===== src/rtl/spu_issuer.sv =====
// TinySPU host-side issuer: registers commands onto the SPU input bus, tracks them
// through the SPU's fixed latency and buffers M/N results in a fall-through FIFO.
module spu_issuer #(
  parameter int LATENCY = 2,
  parameter int DEPTH   = 4
) (
  input  logic       clk,
  input  logic       rst_n,
  input  logic       cmd_valid,
  output logic       cmd_ready,
  input  logic [3:0] cmd_op,
  input  logic [3:0] cmd_a,
  input  logic [3:0] cmd_b,
  input  logic [3:0] cmd_c,
  input  logic [3:0] cmd_d,
  output logic [3:0] spu_op,
  output logic [3:0] spu_a,
  output logic [3:0] spu_b,
  output logic [3:0] spu_c,
  output logic [3:0] spu_d,
  input  logic [3:0] spu_m,
  input  logic [3:0] spu_n,
  output logic       rsp_valid,
  input  logic       rsp_ready,
  output logic [3:0] rsp_op,
  output logic [3:0] rsp_m,
  output logic [3:0] rsp_n,
  output logic       busy
);
  localparam int AW = $clog2(DEPTH);
  localparam int PW = AW + 1;

  typedef struct packed {
    logic [3:0] op;
    logic [3:0] m;
    logic [3:0] n;
  } rsp_t;

  logic [3:0] spu_op_q, spu_op_d;
  logic [3:0] spu_a_q, spu_a_d, spu_b_q, spu_b_d;
  logic [3:0] spu_c_q, spu_c_d, spu_d_q, spu_d_d;

  logic [LATENCY:0]      vld_pipe_q, vld_pipe_d;
  logic [LATENCY:0][3:0] op_pipe_q, op_pipe_d;

  rsp_t [DEPTH-1:0] mem_q, mem_d;
  rsp_t             hold_q, hold_d, head;
  logic [PW-1:0]    wr_ptr_q, wr_ptr_d, rd_ptr_q, rd_ptr_d, occ;

  logic [4:0] inflight, credit;
  logic       hs, push, pop, empty, full;

  assign occ   = wr_ptr_q - rd_ptr_q;
  assign empty = (occ == '0);
  assign full  = (occ == PW'(DEPTH));
  assign head  = mem_q[rd_ptr_q[AW-1:0]];
  assign pop   = !empty && rsp_ready;
  // full+push cannot happen thanks to the credit check; the pop term keeps it safe anyway
  assign push  = vld_pipe_q[LATENCY] && (!full || pop);

  always_comb begin
    inflight = '0;
    for (int i = 0; i <= LATENCY; i++) inflight = inflight + 5'(vld_pipe_q[i]);
  end

  // Conservative credit: a same-cycle pop is not counted
  assign credit    = inflight + 5'(occ);
  assign cmd_ready = rst_n && (credit < 5'(DEPTH));
  assign hs        = cmd_valid && cmd_ready;

  always_comb begin
    spu_op_d   = hs ? cmd_op : 4'd0;
    spu_a_d    = hs ? cmd_a : spu_a_q;
    spu_b_d    = hs ? cmd_b : spu_b_q;
    spu_c_d    = hs ? cmd_c : spu_c_q;
    spu_d_d    = hs ? cmd_d : spu_d_q;
    vld_pipe_d = {vld_pipe_q[LATENCY-1:0], hs};
    op_pipe_d  = {op_pipe_q[LATENCY-1:0], (hs ? cmd_op : 4'd0)};
  end

  always_comb begin
    mem_d    = mem_q;
    wr_ptr_d = wr_ptr_q;
    rd_ptr_d = rd_ptr_q;
    hold_d   = hold_q;
    if (push) begin
      mem_d[wr_ptr_q[AW-1:0]] = {op_pipe_q[LATENCY], spu_m, spu_n};
      wr_ptr_d                = wr_ptr_q + 1'b1;
    end
    if (pop) begin
      rd_ptr_d = rd_ptr_q + 1'b1;
      hold_d   = head;
    end
  end

  always_ff @(posedge clk or negedge rst_n) begin
    if (!rst_n) begin
      spu_op_q   <= '0;
      spu_a_q    <= '0;
      spu_b_q    <= '0;
      spu_c_q    <= '0;
      spu_d_q    <= '0;
      vld_pipe_q <= '0;
      op_pipe_q  <= '0;
      mem_q      <= '0;
      hold_q     <= '0;
      wr_ptr_q   <= '0;
      rd_ptr_q   <= '0;
    end else begin
      spu_op_q   <= spu_op_d;
      spu_a_q    <= spu_a_d;
      spu_b_q    <= spu_b_d;
      spu_c_q    <= spu_c_d;
      spu_d_q    <= spu_d_d;
      vld_pipe_q <= vld_pipe_d;
      op_pipe_q  <= op_pipe_d;
      mem_q      <= mem_d;
      hold_q     <= hold_d;
      wr_ptr_q   <= wr_ptr_d;
      rd_ptr_q   <= rd_ptr_d;
    end
  end

  assign spu_op    = spu_op_q;
  assign spu_a     = spu_a_q;
  assign spu_b     = spu_b_q;
  assign spu_c     = spu_c_q;
  assign spu_d     = spu_d_q;
  assign rsp_valid = !empty;
  // Empty FIFO shows the last popped entry
  assign {rsp_op, rsp_m, rsp_n} = empty ? hold_q : head;
  assign busy      = (inflight != '0) || !empty;

endmodule


===== config.mk =====
export PLATFORM = sky130hd
export DESIGN_NAME = spu_issuer
export DESIGN_NICKNAME = d
export VERILOG_FILES = /design/src/rtl/spu_issuer.sv
export SDC_FILE = /design/constraint.sdc
export NUM_CORES = 1
export LEC_CHECK = 0
export ABC_AREA = 1
export ABC_CLOCK_PERIOD_IN_PS = 3100
export CAP_MARGIN = 15
export CORE_MARGIN = 2
export CORE_UTILIZATION = 30
export DETAILED_ROUTE_END_ITERATION = 10
export PLACE_DENSITY = 0.55
export REMOVE_ABC_BUFFERS = 1
export SLEW_MARGIN = 40
export SYNTH_ARGS = -nofsm -noshare
export SYNTH_HDL_FRONTEND = slang
export SYNTH_SLANG_ARGS = --single-unit
export TNS_END_PERCENT = 30

===== constraint.sdc =====
create_clock -name clk -period 3.1 [get_ports clk]
set_input_delay 0.775 -clock clk [delete_from_list [all_inputs] [get_ports clk]]
set_output_delay 0.775 -clock clk [all_outputs]
set_load 0.01 [all_outputs]

==> flow_metrics.env, run 1 <==
export IMPL_place_inst=802
export IMPL_die_w_um=129
export IMPL_clockBufferDepth=2
export IMPL_max_cap_viol_count=0
export IMPL_tightest_slew_ps=696
export IMPL_pwr_share_comb_pct=53.6
export IMPL_tritoncts="yes"
export IMPL_cp_required_ps=2320
export IMPL_fp_dieH_um=129
export IMPL_hold_buffers=0
export IMPL_seq_power_share_pct=29.9
export IMPL_core_mm2=0.0153
export IMPL_post_synth_top_area_cell="dfrtp_1"
export IMPL_synth_top_cell_area_share_pct=51.6
export IMPL_synth_edf_count=0
export IMPL_cp_start_kind="register"
export IMPL_dr_pass1_iters=7
export IMPL_start_util_pct=30.8
export IMPL_relSlewSlack_pct=53.6
export IMPL_hpwl_um=7400
export IMPL_wl_um=12300
export IMPL_area_delta_synth_final_pct=24.5
export IMPL_vias=3834
export IMPL_period_minus_slack_ps=3020
export IMPL_drc=0
export IMPL_max_freq_mhz=331
export IMPL_worstSetupEndpointType="output port"
export IMPL_die_area_mm2=0.0167
export IMPL_ys_seq_elements=97
export IMPL_hold_path_class="register to register"
export IMPL_async_reset_ff_share_pct=100
export IMPL_place_congestion=0.781
export IMPL_critPathArrivalTime_ps=2240
export IMPL_yosys_top_cells_area="dfrtp_1 52%, nand2_1 16%, nand4_1 6.5%, nand3_1 3.9%, buf_6 3.4%"
export IMPL_synth_cell_types=26
export IMPL_syn_inst=548
export IMPL_cts_root_buf="clkbuf_16"
export IMPL_peakVddDrop_mv=0.445
export IMPL_switchingPower_mw=2.92
export IMPL_status="finished, final reports clean"
export IMPL_cts_sinks=97
export IMPL_fin_skew_ps=8.98
export IMPL_first_global_vias=3844
export IMPL_avgSynthCellArea_um2=8.59
export IMPL_htree_num_levels=3
export IMPL_finalHoldViolations=0
export IMPL_setup_violations=0
export IMPL_grt_pass1_wl_um=20100
export IMPL_slew_viol_final=0
export IMPL_rsz0062_at_grt="true"
export IMPL_ant_nets=0
export IMPL_p_per_area_mw_per_mm2=1170
export IMPL_ios=67
export IMPL_yosysSeqAreaShare_pct=51.6
export IMPL_port_buffers=66
export IMPL_grt_max_degree=57
export IMPL_drtIter0Drc=320
export IMPL_numCtsBuffers=9
export IMPL_p_leak_nw=2.96
export IMPL_clk_latency_ps=350
export IMPL_synth_area_mm2=0.00471
export IMPL_path_clk_slew_ps=70
export IMPL_finish_utilization_pct=38.4
export IMPL_synth_flop_cell="dfrtp_1"
export IMPL_diodes=0
export IMPL_p_sw_share_pct=42.6
export IMPL_track_usage_pct=15.6
export IMPL_fin_nets=647
export IMPL_num_rows=45
export IMPL_viasPerCell=4.66
export IMPL_period_share_pct=97.3
export IMPL_synth_warnings=0
export IMPL_overflow=0
export IMPL_fin_cells=822
export IMPL_crit_fanout=6
export IMPL_post_place_ws_ps=-68.0
export IMPL_synth_common_cells="199 x nand2_1, 97 x dfrtp_1, 49 x nand4_1"
export IMPL_crit_type="register to output port"
export IMPL_antenna_found_initial=0
export IMPL_layout_drive_gt1_share_pct=14.7
export IMPL_internal_power_mw=3.94
export IMPL_drt_wirelength_per_cell_um=14.9
export IMPL_clockPowerShare_pct=16.4
export IMPL_synth_most_common_cell="nand2_1"
export IMPL_setup_ws_ps=83.2
[routing by layer]
metal  part of all wire (%)  global-route usage, %  vias up  routed length [um]
li1                       -                      -     1905                   -
met4                    1.5                   4.86        0                 181
met3                    6.5                   4.71       13                 798
met1                     45                   20.2     1812                5540
met5                      0                      0        -                   0
met2                     47                   25.0      104                5730
[cell families after synthesis]
| kind of cell | synth area share (%) |
|---|---|
| AOI/OAI and AO/OA | 3.83 |
| xor gates and xnor gates | 0.186 |
| adders and majority gates | 2.71 |
| buffers and inverters | 7.95 |
| DFF | 51.6 |
| and+or+nand+nor | 33.7 |
[layout by cell type (no fill, tap or decap), types with 3 or more instances in the layout]
cell type / instances
nand2_1: 191
o21ai_0: 31
nor2_1: 38
nor2_2: 4
ha_1: 6
buf_2: 13
clkbuf_16: 9
nand4_1: 49
o21ai_1: 5
dfrtp_1: 96
buf_4: 21
inv_2: 3
nand3_1: 36
inv_1: 12
clkdlybuf4s50_1: 50
nand2_2: 18
nand3_4: 3
[worst paths after layout]
check                                   from      endpoint  slack (ps)  depth (start not counted)
min in group asynchronous              rst_n      spu_d[3]         580                          2
worst min-delay path            op_pipe_d[9]  op_pipe_q[9]         350                          0
worst max-delay path             wr_ptr_q[0]      rsp_n[0]          80                         12
worst max register to register   wr_ptr_q[0]     mem_q[39]         230                         13
max in group asynchronous              rst_n     mem_q[32]        1410                          3
worst min register to register  op_pipe_d[9]  op_pipe_q[9]         350                          0
[state kept, by name (all words and copies together) (netlist names)]
register / flops
rd_ptr_q: 3
spu_d: 4
hold_q: 12
spu_a: 4
op_pipe_d: 8
mem_q: 48
op_pipe_q: 4
vld_pipe_q: 3
wr_ptr_q: 3
spu_c: 4
spu_b: 4
[power by group through the flow]
stage               clock network (mW)  registers, mW  logic, mW
floorplan                            0           2.15       1.76
detailed placement                   0           2.06       3.52
CTS                               1.16           2.05       3.64
global route                      1.21           2.12       4.11
global placement                     0           2.04       3.46
finish                            1.13           2.06       3.68
[layout make-up]
type	count	area, um^2
Inverter	16	67.6
Fill cell	1557	9400
Multi-Input combinational cell	392	1960
Tap cell	211	264
Clock inverter	4	52.6
Clock buffer	12	246
Timing Repair Buffer	90	845
Sequential cell	97	2430
[timing repair]
item	4_1_cts	5_1_grt
buffers inserted	2	1
pin swaps	0	8
gates resized for setup	64	15
setup endpoints to repair	15	15
gates cloned	2	0
[metrics by stage]
stage / total power [mW] / hold slack, ps / TNS [ps] / cell area [um^2]
after CTS: 6.84 / 351 / -13.7 / 5810
after detailed placement: 5.58 / 336 / -676 / 5490
final: 6.87 / 350 / 0 / 5860
after floorplan: 3.91 / 331 / -4370 / 4390
after global placement: 5.51 / 334 / -63.0 / 5490
after global routing: 7.44 / 358 / -293 / 5860
[critical path, stage by stage (launching register included)]
cell      delay, ps
dfrtp_1         380
inv_2            80
ha_4            130
inv_2            30
fa_1            480
inv_1            90
nand2_2          50
nand3b_4        200
inv_8           110
buf_12          130
nand2_1          50
nand2_1          50
buf_2           120
Note: power is estimated with default switching activity, not from simulation.
==> run 2, diff against run 1 <==
- PLACE_DENSITY: 0.55 -> unset
- PLACE_DENSITY_LB_ADDON: unset -> 0.1
==> flow_metrics.env, run 2 (same netlist as run 1, synthesis figures left out) <==
export IMPL_p_leak_nw=2.97
export IMPL_grt_pass1_wl_um=20300
export IMPL_finalHoldViolations=0
export IMPL_final_cell_mix="194 x nand2_1, 96 x dfrtp_1, 50 x clkdlybuf4s50_1"
export IMPL_crit_fanout=6
export IMPL_peakVddDrop_mv=0.472
export IMPL_period_minus_slack_ps=3090
export IMPL_final_common_cell="nand2_1"
export IMPL_critPathArrivalTime_ps=2320
export IMPL_relSlewSlack_pct=54.2
export IMPL_fp_dieH_um=129
export IMPL_largest_register="mem_q"
export IMPL_p_per_area_mw_per_mm2=1160
export IMPL_die_area_mm2=0.0167
export IMPL_wl_met3_um=695
export IMPL_clockBufferDepth=2
export IMPL_place_congestion=0.761
export IMPL_grt_max_degree=62
export IMPL_core_mm2=0.0153
export IMPL_clk_latency_ps=350
export IMPL_first_global_vias=3809
export IMPL_worstSetupEndpointType="output port"
export IMPL_port_buffers=66
export IMPL_die_w_um=129
export IMPL_diodes=0
export IMPL_max_freq_mhz=323
export IMPL_vias=3830
export IMPL_place_inst=807
export IMPL_fin_skew_ps=6.51
export IMPL_slew_viol_final=0
export IMPL_largest_register_ff_count=48
export IMPL_rsz0062_at_grt="true"
export IMPL_fin_cells=829
export IMPL_wl_um=12400
export IMPL_cp_start_kind="register"
export IMPL_hold_buffers=0
export IMPL_setup_tns_ps=0
export IMPL_wl_met1_um=5850
export IMPL_drc=0
export IMPL_drt_wirelength_per_cell_um=15.0
export IMPL_cts_sinks=97
export IMPL_max_cap_viol_count=0
export IMPL_antenna_found_initial=0
export IMPL_crit_type="register to output port"
export IMPL_hpwl_um=7640
export IMPL_htree_num_levels=3
export IMPL_tightest_slew_ps=685
export IMPL_highest_layer="met4"
export IMPL_viasPerCell=4.62
export IMPL_layout_drive_gt1_share_pct=15.2
export IMPL_ant_nets=0
export IMPL_cts_root_buf="clkbuf_16"
export IMPL_status="finished, final reports clean"
export IMPL_cp_required_ps=2320
export IMPL_tritoncts="yes"
export IMPL_area_delta_synth_final_pct=25.2
export IMPL_wl_met2_um=5690
export IMPL_finish_utilization_pct=38.6
export IMPL_dr_pass1_iters=4
export IMPL_setup_violations=0
export IMPL_ios=67
export IMPL_overflow=0
export IMPL_track_usage_pct=15.7
export IMPL_drtIter0Drc=198
export IMPL_start_util_pct=30.8
export IMPL_numCtsBuffers=9
export IMPL_hold_path_class="register to register"
export IMPL_period_share_pct=99.8
export IMPL_fin_nets=656
export IMPL_num_rows=45
export IMPL_whs_ps=347
export IMPL_path_clk_slew_ps=60
## run 2: changes by cell type in the layout (fill, tap and decap cells not counted), moves of 2 or more
| cell | previous run | this run |
|---|---|---|
| buf_6 | 1 | 3 |
| nand2_2 | 18 | 15 |
| buf_4 | 21 | 28 |
| clkbuf_16 | 9 | 11 |
| nand2_1 | 191 | 194 |
## run 2: worst paths after layout
path | endpoint | slack [ps] | from | cells past startpoint
worst max-delay path | rsp_op[1] | 6 | wr_ptr_q[0] | 12
worst min-delay path | op_pipe_q[9] | 350 | op_pipe_d[9] | 0
worst max register to register | rd_ptr_q[0] | 540 | wr_ptr_q[0] | 14
worst min register to register | op_pipe_q[9] | 350 | op_pipe_d[9] | 0
max in group asynchronous | mem_q[19] | 1630 | rst_n | 3
min in group asynchronous | hold_q[5] | 530 | rst_n | 2
## run 2: area by class of cell
class | count | area (um^2)
clock buffers | 12 | 246
clock inverters | 2 | 16.3
fillers | 1598 | 9370
inverters | 16 | 62.6
multi-input cells | 392 | 1950
flip-flops and latches | 97 | 2430
well taps | 211 | 264
repair buffers | 99 | 925
## run 2: what timing repair did
action	in CTS	in global routing
pin swaps	0	6
setup buffers	1	5
resized for setup	55	23
cloned	0	2
setup endpoints to repair	15	15
## run 2: power breakdown
| part | total [mW] | internal, mW | switching (mW) |
|---|---|---|---|
| clock network | 1.04 | 0.560 | 0.479 |
| registers | 2.05 | 1.77 | 0.280 |
| logic | 3.77 | 1.61 | 2.16 |
## run 2: layer usage
layer	global-route usage, %	up-vias
li1	-	1919
met1	21.9	1802
met2	24.1	99
met3	3.10	10
met4	6.33	0
met5	0	-
## run 2: metrics by stage
step	area [um^2]	power [mW]	setup WS, ps
2_1_floorplan	4390	3.91	-313
3_3_place_gp	5520	5.57	-38.8
3_5_place_dp	5520	5.61	-56.2
4_1_cts	5780	6.59	-28.4
5_1_grt	5890	7.46	-109
6_report	5890	6.86	5.87
## run 2: worst max-delay path, cell delays in order, from the launching register on
cell,delay [ps]
dfrtp_1,400
inv_2,80
ha_4,130
inv_2,40
fa_1,490
inv_1,80
nand2_2,60
nand3b_4,200
buf_12,160
clkbuf_16,140
nand2_4,50
nand2_2,40
buf_6,110
==> run 3, diff against run 2 <==
- CORE_UTILIZATION: 30 -> 25
==> flow_metrics.env, run 3 (same netlist as run 1, synthesis figures left out) <==
export IMPL_largest_register="mem_q"
export IMPL_crit_chain="inv_2 > ha_4 > inv_2 > fa_1 > inv_1 > nand2_2 > nand3b_4 > inv_4 > buf_8 > nand2_2 > nand2_1 > buf_2"
export IMPL_wl_um=13400
export IMPL_port_buffers=66
export IMPL_num_rows=50
export IMPL_max_cap_viol_count=0
export IMPL_finalHoldViolations=0
export IMPL_ant_nets=0
export IMPL_fillers=1970
export IMPL_place_inst=832
export IMPL_clk_latency_ps=350
export IMPL_final_common_cell="nand2_1"
export IMPL_crit_fanout=7
export IMPL_cts_sinks=97
export IMPL_internal_power_mw=4.02
export IMPL_path_clk_slew_ps=70
export IMPL_worst_path_largest_cell_delay_ps=460
export IMPL_use_met2_pct=23.1
export IMPL_seqCellArea_mm2=0.00243
export IMPL_grt_max_degree=69
export IMPL_drtIter0Drc=212
export IMPL_hpwl_um=8230
export IMPL_grtUsageMet1_pct=18.9
export IMPL_drt_wirelength_per_cell_um=15.7
export IMPL_start_util_pct=25.3
export IMPL_fp_dieH_um=141
export IMPL_place_congestion=0.730
export IMPL_peakVddDrop_mv=0.447
export IMPL_max_freq_mhz=333
export IMPL_period_share_pct=96.8
export IMPL_seq_power_share_pct=29.3
export IMPL_htree_num_levels=3
export IMPL_first_global_vias=3941
export IMPL_largest_register_ff_count=48
export IMPL_relSlewSlack_pct=47.3
export IMPL_p_per_area_mw_per_mm2=1180
export IMPL_diodes=0
export IMPL_multiInputGateArea_mm2=0.00197
export IMPL_pwr_share_comb_pct=51.6
export IMPL_switchingPower_mw=2.98
export IMPL_p_sw_share_pct=42.6
export IMPL_area_delta_synth_final_pct=26.3
export IMPL_die_w_um=141
export IMPL_track_usage_pct=14.2
export IMPL_viasPerCell=4.60
export IMPL_slew_viol_final=0
export IMPL_overflow=0
export IMPL_grt_busiest_layer="met2"
export IMPL_period_minus_slack_ps=3000
export IMPL_drc=0
export IMPL_cpMaxStageDelayCell="fa_1"
export IMPL_ios=67
export IMPL_clockPowerShare_pct=19.0
export IMPL_critPathArrivalTime_ps=2220
export IMPL_core_mm2=0.0186
export IMPL_cp_start_kind="register"
export IMPL_cp_required_ps=2320
export IMPL_fin_nets=651
export IMPL_final_cell_mix="188 x nand2_1, 96 x dfrtp_1, 50 x clkdlybuf4s50_1"
export IMPL_setup_violations=0
export IMPL_dr_pass1_iters=6
export IMPL_tightest_slew_ps=790
export IMPL_crit_type="register to output port"
export IMPL_finish_utilization_pct=32.0
export IMPL_met3_usage_pct=2.79
export IMPL_rsz0062_at_grt="true"
export IMPL_fin_cells=849
export IMPL_grt_pass1_wl_um=21800
export IMPL_tritoncts="yes"
export IMPL_hold_path_class="register to register"
export IMPL_r2r_setup_slack_ps=490
export IMPL_worstSetupEndpointType="output port"
export IMPL_p_leak_nw=3.00
export IMPL_layout_drive_gt1_share_pct=16.1
export IMPL_antenna_found_initial=0
export IMPL_fin_skew_ps=8.22
export IMPL_status="finished, final reports clean"
export IMPL_cts_root_buf="clkbuf_16"
export IMPL_power_mw=7.01
export IMPL_die_area_mm2=0.0199
export IMPL_clockBufferDepth=2
export IMPL_crit_buf_inv=6
export IMPL_numCtsBuffers=9
export IMPL_vias=3908
export IMPL_cp_top_family="adder cells"
-- run 3: stage by stage --
stage	instance area (um^2)	setup WS (ps)	hold slack, ps	setup TNS, ps
global route	5950	-56.4	356	-378
CTS	5890	-26.7	354	-50.8
finish	5950	101	352	0
global placement	5550	-38.3	332	-305
detailed placement	5550	-75.5	337	-779
floorplan	4390	-313	331	-4370
-- run 3: power by group through the flow --
stage | clock network [mW] | logic, mW | registers (mW)
after detailed placement | 0 | 3.63 | 2.06
final | 1.33 | 3.62 | 2.06
after global placement | 0 | 3.60 | 2.05
after CTS | 1.37 | 3.57 | 2.04
after global routing | 1.43 | 4.07 | 2.12
after floorplan | 0 | 1.76 | 2.15
-- run 3: layer usage --
metal  share of wire, %  vias to the layer above
met5                  0                        -
met4                1.5                        0
met3                4.6                       13
met2                 47                       95
met1                 47                     1887
li1                   -                     1913
-- run 3: final cells by class --
| type | count | area share (%) |
|---|---|---|
| inverter | 16 | 1.05 |
| clock buffer | 10 | 4.02 |
| timing repair buffer | 94 | 14.2 |
| tap | 234 | 4.92 |
| multi-input combinational | 392 | 33.1 |
| clock inverter | 6 | 1.89 |
| sequential | 97 | 40.8 |
-- run 3: path summary, 6_finish.rpt --
check | start | end | cells past startpoint
hold / removal | op_pipe_d[11] | op_pipe_q[11] | 0
setup / recovery | wr_ptr_q[0] | rsp_n[0] | 12
min in group asynchronous | rst_n | mem_q[1] | 2
max in group asynchronous | rst_n | vld_pipe_q[2] | 3
hold reg to reg | op_pipe_d[11] | op_pipe_q[11] | 0
setup reg to reg | wr_ptr_q[0] | mem_q[10] | 14
-- run 3: timing repair --
action                     in CTS  in global routing
hold buffers                    0                  0
gates resized for setup        66                 22
setup endpoints to repair      15                 15
pin swaps                       2                  6
buffers inserted                0                  1
